==> src/rtl/uart_tx.sv <==
// ---------------------------------------------------------------------------
// uart_tx -- buffered 8-bit UART transmitter
//
// Bytes presented with in_valid are queued in a small FIFO and sent
// on txd as 8N1 frames (start bit, bits 0..7 LSB first, stop bit). Frames
// queued back to back are sent with no idle time between them. Every bit,
// including start and stop, lasts 2*CLK_PER_HALF_BIT clocks.
//
// Optional feature (compile-time macro):
//   UART_TX_PARITY_EN : when defined, an even-parity bit (XOR of the eight
//                       data bits) is sent between bit 7 and the stop bit,
//                       giving an 11-bit frame. Undefined: 10-bit frame.
//
// Parameters:
//   CLK_PER_HALF_BIT : clocks per half bit period (bit = 2x this)
//   FIFO_DEPTH       : transmit FIFO entries, power of two, >= 2
//
// Ports:
//   clk      in   rising-edge clock
//   rst      in   asynchronous active-high reset; aborts any frame, empties FIFO
//   sdata    in   [7:0] byte to transmit
//   in_valid in   sdata valid this cycle
//   in_ready out  FIFO not full (registered)
//   txd      out  serial line, idle high (registered)
//   tx_busy  out  frame on the line or bytes still queued (registered)
// ---------------------------------------------------------------------------
module uart_tx #(
    parameter int CLK_PER_HALF_BIT = 5208,
    parameter int FIFO_DEPTH       = 4
) (
    input  logic       clk,
    input  logic       rst,
    input  logic [7:0] sdata,
    input  logic       in_valid,
    output logic       in_ready,
    output logic       txd,
    output logic       tx_busy
);

    localparam int BIT_CLKS = 2 * CLK_PER_HALF_BIT;
    localparam int CW       = (BIT_CLKS > 2) ? $clog2(BIT_CLKS) : 1;
    localparam int AW       = $clog2(FIFO_DEPTH);

    localparam logic [CW-1:0] BIT_LAST = CW'(BIT_CLKS - 1);
    localparam logic [AW:0]   DEPTH_C  = (AW + 1)'(FIFO_DEPTH);

`ifdef UART_TX_PARITY_EN
    typedef enum logic [2:0] {
        IDLE   = 3'd0,
        START  = 3'd1,
        DATA   = 3'd2,
        STOP   = 3'd3,
        PARITY = 3'd4
    } state_t;
`else
    typedef enum logic [2:0] {
        IDLE  = 3'd0,
        START = 3'd1,
        DATA  = 3'd2,
        STOP  = 3'd3
    } state_t;
`endif

    // ---------------------------------------------------------------
    // Registers
    // ---------------------------------------------------------------
    state_t          r_state;
    logic [CW-1:0]   r_bit_cnt;
    logic [2:0]      r_bit_idx;
    logic [7:0]      r_shift;
    logic            r_txd;
    logic            r_busy;
    logic            r_in_ready;
    logic [AW-1:0]   r_wr_ptr;
    logic [AW-1:0]   r_rd_ptr;
    logic [AW:0]     r_count;
    logic [7:0]      r_mem [FIFO_DEPTH];
`ifdef UART_TX_PARITY_EN
    logic            r_parity;
`endif

    // ---------------------------------------------------------------
    // Combinational signals
    // ---------------------------------------------------------------
    state_t          w_state_next;
    logic [CW-1:0]   w_cnt_next;
    logic [2:0]      w_idx_next;
    logic [7:0]      w_shift_next;
    logic            w_txd_next;
    logic            w_pop;
    logic            w_push;
    logic            w_bit_done;
    logic            w_fifo_empty;
    logic [7:0]      w_head;
    logic [AW:0]     w_count_next;

    // in_ready is a register, so the push qualifier has no path back to it.
    assign w_push       = in_valid && r_in_ready;
    assign w_bit_done   = (r_bit_cnt == BIT_LAST);
    assign w_fifo_empty = (r_count == '0);
    assign w_head       = r_mem[r_rd_ptr];

    // ---------------------------------------------------------------
    // Next-state / output logic
    // ---------------------------------------------------------------
    always_comb begin
        w_state_next = r_state;
        w_cnt_next   = r_bit_cnt + 1'b1;
        w_idx_next   = r_bit_idx;
        w_shift_next = r_shift;
        w_txd_next   = r_txd;
        w_pop        = 1'b0;

        case (r_state)
            IDLE: begin
                w_cnt_next = '0;
                if (!w_fifo_empty) begin
                    w_pop        = 1'b1;
                    w_state_next = START;
                    w_txd_next   = 1'b0;
                end
            end

            START: begin
                if (w_bit_done) begin
                    w_state_next = DATA;
                    w_cnt_next   = '0;
                    w_idx_next   = 3'd0;
                    w_txd_next   = r_shift[0];
                    w_shift_next = {1'b0, r_shift[7:1]};
                end
            end

            DATA: begin
                if (w_bit_done) begin
                    w_cnt_next = '0;
                    if (r_bit_idx == 3'd7) begin
`ifdef UART_TX_PARITY_EN
                        w_state_next = PARITY;
                        w_txd_next   = r_parity;
`else
                        w_state_next = STOP;
                        w_txd_next   = 1'b1;
`endif
                    end else begin
                        w_idx_next   = r_bit_idx + 1'b1;
                        w_txd_next   = r_shift[0];
                        w_shift_next = {1'b0, r_shift[7:1]};
                    end
                end
            end

`ifdef UART_TX_PARITY_EN
            PARITY: begin
                if (w_bit_done) begin
                    w_state_next = STOP;
                    w_cnt_next   = '0;
                    w_txd_next   = 1'b1;
                end
            end
`endif

            STOP: begin
                if (w_bit_done) begin
                    w_cnt_next = '0;
                    // Chain straight into the next start bit when data waits.
                    if (!w_fifo_empty) begin
                        w_pop        = 1'b1;
                        w_state_next = START;
                        w_txd_next   = 1'b0;
                    end else begin
                        w_state_next = IDLE;
                        w_txd_next   = 1'b1;
                    end
                end
            end

            default: begin
                w_state_next = IDLE;
                w_cnt_next   = '0;
                w_txd_next   = 1'b1;
            end
        endcase

        if (w_pop) begin
            w_shift_next = w_head;
        end
    end

    // FIFO occupancy: simultaneous push and pop leaves it unchanged.
    always_comb begin
        w_count_next = r_count;
        case ({w_push, w_pop})
            2'b10:   w_count_next = r_count + 1'b1;
            2'b01:   w_count_next = r_count - 1'b1;
            default: w_count_next = r_count;
        endcase
    end

    // ---------------------------------------------------------------
    // State and FIFO control registers
    // ---------------------------------------------------------------
    always_ff @(posedge clk or posedge rst) begin
        if (rst) begin
            r_state    <= IDLE;
            r_bit_cnt  <= '0;
            r_bit_idx  <= '0;
            r_shift    <= '0;
            r_txd      <= 1'b1;
            r_busy     <= 1'b0;
            r_in_ready <= 1'b1;
            r_wr_ptr   <= '0;
            r_rd_ptr   <= '0;
            r_count    <= '0;
        end else begin
            r_state    <= w_state_next;
            r_bit_cnt  <= w_cnt_next;
            r_bit_idx  <= w_idx_next;
            r_shift    <= w_shift_next;
            r_txd      <= w_txd_next;
            r_busy     <= (w_state_next != IDLE) || (w_count_next != '0);
            r_in_ready <= (w_count_next != DEPTH_C);
            r_count    <= w_count_next;
            if (w_push) begin
                r_wr_ptr <= r_wr_ptr + 1'b1;
            end
            if (w_pop) begin
                r_rd_ptr <= r_rd_ptr + 1'b1;
            end
        end
    end

`ifdef UART_TX_PARITY_EN
    // Parity is captured with the byte so it is ready when bit 7 ends.
    always_ff @(posedge clk or posedge rst) begin
        if (rst) begin
            r_parity <= 1'b0;
        end else if (w_pop) begin
            r_parity <= ^w_head;
        end
    end
`endif

    // FIFO storage needs no reset: validity is tracked by r_count.
    always_ff @(posedge clk) begin
        if (w_push) begin
            r_mem[r_wr_ptr] <= sdata;
        end
    end

    assign in_ready = r_in_ready;
    assign txd      = r_txd;
    assign tx_busy  = r_busy;

endmodule

==> config.mk <==
export PLATFORM = sky130hd
export DESIGN_NAME = uart_tx
export DESIGN_NICKNAME = d
export VERILOG_FILES = /design/src/rtl/uart_tx.sv
export SDC_FILE = /design/constraint.sdc
export NUM_CORES = 1
export LEC_CHECK = 0
export CELL_PAD_IN_SITES_DETAIL_PLACEMENT = 0
export CELL_PAD_IN_SITES_GLOBAL_PLACEMENT = 1
export CORE_UTILIZATION = 30
export DETAILED_ROUTE_END_ITERATION = 10
export GPL_TIMING_DRIVEN = 0
export PLACE_DENSITY = 0.51
export SKIP_LAST_GASP = 1
export SLEW_MARGIN = 15
export SYNTH_ARGS = -nofsm -noshare
export SYNTH_HDL_FRONTEND = slang
export SYNTH_SLANG_ARGS = --single-unit
==> constraint.sdc <==
create_clock -name clk -period 4.65 [get_ports clk]
set_input_delay 0.465 -clock clk [delete_from_list [all_inputs] [get_ports clk]]
set_output_delay 0.465 -clock clk [all_outputs]
set_load 0.1 [all_outputs]
==> flow_metrics.py <==
metrics = {
    "run_status": {
        "run_status": "finished, final reports clean",
    },
    "grt": {
        "grt_usage_pct": 11.3,
        "grt-ovfl-total": 0,
        "antenna_found_initial": 0,
        "grt_pass1_vias": 1788,
        "grt_pass1_wl_um": 9140,
        "grt_max_degree": 33,
    },
    "yosys": {
        "syn_nets": 258,
        "yosys_warnings": 0,
        "synth_top_family_by_area": "simple AND/OR/NAND/NOR gates",
        "synthTopCellsByArea": "edfxtp_1 (31%), dfrtp_1 (29%), mux4_2 (5.7%)",
        "synth-simple-area-share_pct": 12.5,
        "yosysSeqAreaShare_pct": 61.1,
        "syn_area_per_cell_um2": 13.2,
        "yosysMostFrequentCell": "dfrtp_1",
        "ys_types": 39,
        "async_flop_share_pct": 54.3,
        "synth_compound_area_share_pct": 4.95,
        "synthAdderAreaFrac_pct": 3.83,
        "synth_edf_count": 32,
        "synth_area_leader_cell": "edfxtp_1",
        "yosys-mux-area-fraction_pct": 8.70,
        "synth-xor-area-share_pct": 5.03,
        "syn_area_um2": 3130,
        "synthCells": 238,
        "synth_commonest_cells": "dfrtp_1 (36), edfxtp_1 (32), nor2_1 (26)",
        "ys_ff_latch": 70,
        "yosys.area.top_type_share_pct": 30.7,
        "synth_ff_type": "dfrtp_1",
    },
    "final_layout": {
        "insertedDiodeCount": 0,
        "area_delta_synth_final_pct": 16.9,
        "fin_util_pct": 36.8,
        "regArea_um2": 1910,
        "n_fill_cell": 959,
        "final_layout_size_suffix_gt1_share_pct": 15.3,
        "layout.nets": 283,
        "multi_input_area_um2": 1100,
    },
    "clock_tree": {
        "ctsHtreeMaxLevel": 3,
        "post_cts_buffers": 0,
        "cts_tree": "built",
        "cts-buffers-inserted": 9,
        "clk_pin_slew_ns": 0.08,
        "insertion_delay_ns": 0.34,
        "clock_sinks": 70,
        "post_cts_resize_count": 0,
        "cts_hold_buf": 0,
        "clock_path_buffers": 2,
        "cts_root_buffer": "clkbuf_8",
    },
    "floorplan": {
        "core_um2": 9950,
        "die_height_um": 104,
        "rows": 36,
        "initial_core_util_pct": 31.5,
        "die_area_um2": 10900,
        "die_w_um": 104,
        "io_pins": 14,
    },
    "placed_design": {
        "gp_congestion": 0.668,
        "portBuffers": 13,
        "hpwl_um": 3670,
    },
    "routing": {
        "drt_first_pass_iters": 4,
        "via_count": 1801,
        "wl_per_cell_um": 13.6,
        "drtIter0Drc": 44,
        "final_antenna_net_count": 0,
        "drt_wl_total_um": 5460,
        "vias_per_cell": 4.49,
        "drc": 0,
    },
    "pwr": {
        "leakagePower_nw": 1.47,
        "power_density_nw_per_um2": 517,
        "ir_worst_vdd_mv": 0.205,
    },
    "setup_path": {
        "startpoint_type": "flop",
        "path_class": "flop to flop",
        "worstPathRequired_ns": 4.86,
        "crit_path_end_kind": "flop",
        "worstPathArrival_ns": 3.55,
        "crit_fanout": 9,
    },
    "sta": {
        "tightestPinTransition_ns": 0.963,
        "timing.clock.skew_ns": 0.00695,
        "fmax_mhz": 299,
        "period_needed_ns": 3.34,
        "hold_viol": 0,
        "relSlewSlack_pct": 35.6,
        "rsz0062_at_grt": "false",
        "final.setup.tns_ns": 0,
        "setup_violations": 0,
        "finalMaxSlewViolations": 0,
        "fin_crit_sh_pct": 71.8,
    },
    "flow_run": {
        "drv_cap": 0,
    },
    "min_path": {
        "hold_path_class": "primary input to async pin",
    },
}
critical path, cell delays in order (launching register included):
cell and delay, ns:
dfrtp_1 0.42, or4b_4 0.56, nor4_4 0.59, o21ai_2 0.26, inv_1 0.16, ha_1 0.19, inv_1 0.06, fa_1 0.46
nor2b_1 0.16, nand2_1 0.06, o21ai_0 0.12, o2111ai_1 0.15
stage by stage:
step	hold WS, ns	instance area (um2)	setup WS, ns	std cells	power, mW
6_report	0.335	3660	1.31	401	1.89
3_3_place_gp	0.473	3430	1.27	384	1.39
2_1_floorplan	0.445	3130	1.70	238	1.26
5_1_grt	0.330	3660	1.07	401	2.02
3_5_place_dp	0.474	3450	1.26	385	1.39
4_1_cts	0.322	3660	1.27	401	1.93
final cells by class:
class | count | area share [%]
Inverter | 13 | 1.33
Clock inverter | 7 | 2.42
Multi-Input combinational cell | 146 | 30.1
Buffer | 9 | 1.88
Clock buffer | 9 | 3.38
Timing Repair Buffer | 14 | 4.10
Sequential cell | 70 | 52.3
Tap cell | 133 | 4.54
final timing paths:
kind	slack (ns)	from	cells past startpoint	end
worst min register to register	0.48	r_bit_cnt[0]	1	r_bit_cnt[0]
max in group asynchronous	3.82	rst	3	txd
worst max-delay path	1.31	r_bit_cnt[4]	11	tx_busy
min in group clk	0.48	r_bit_cnt[0]	1	r_bit_cnt[0]
worst min-delay path	0.33	rst	2	r_bit_cnt[6]
worst max register to register	1.31	r_bit_cnt[4]	11	tx_busy
layer usage:
metal | wire length (um) | vias up | share of wire (%) | global-route usage, %
li1 | - | 895 | - | -
met1 | 2560 | 875 | 47 | 13.1
met2 | 2620 | 26 | 48 | 18.6
met3 | 222 | 5 | 4.1 | 4.45
met4 | 62 | 0 | 1.1 | 4.90
met5 | 0 | - | 0 | 0
power breakdown:
group | switching, mW | total (mW) | internal, mW
clock | 0.229 | 0.528 | 0.298
sequential | 0.0594 | 0.852 | 0.792
combinational | 0.297 | 0.513 | 0.217
cells in the final DEF, fill, tap and decap left out, types with 4 or more instances in the layout:
| cell | n |
|---|---|
| a21oi_1 | 12 |
| and3_1 | 5 |
| clkbuf_8 | 9 |
| clkdlybuf4s50_1 | 13 |
| dfrtp_1 | 36 |
| edfxtp_1 | 32 |
| ha_1 | 8 |
| inv_1 | 12 |
| mux2i_1 | 7 |
| mux4_2 | 8 |
| nand2_1 | 18 |
| nand3_1 | 4 |
| nand4_1 | 5 |
| nor2_1 | 26 |
| nor3_1 | 4 |
| o21ai_0 | 5 |
| xnor2_1 | 7 |
| xor2_1 | 11 |
cells by family after synthesis:
logic type | Yosys count
XOR/XNOR | 18
multiplexers | 17
adder cells (fa/ha/maj) | 9
buffers and inverters | 22
AO/OA/AOI/OAI | 25
flip-flops | 70
AND/OR/NAND/NOR | 76
other | 1
sequential cells by signal, indices dropped and copies added, names as in the netlist:
signal     count
r_bit_cnt     14
r_bit_idx      3
r_mem         32
txd            1
r_state        3
r_shift        8
r_wr_ptr       2
in_ready       1
tx_busy        1
r_rd_ptr       2
r_count        3
Note: power is estimated with default switching activity, not from simulation.
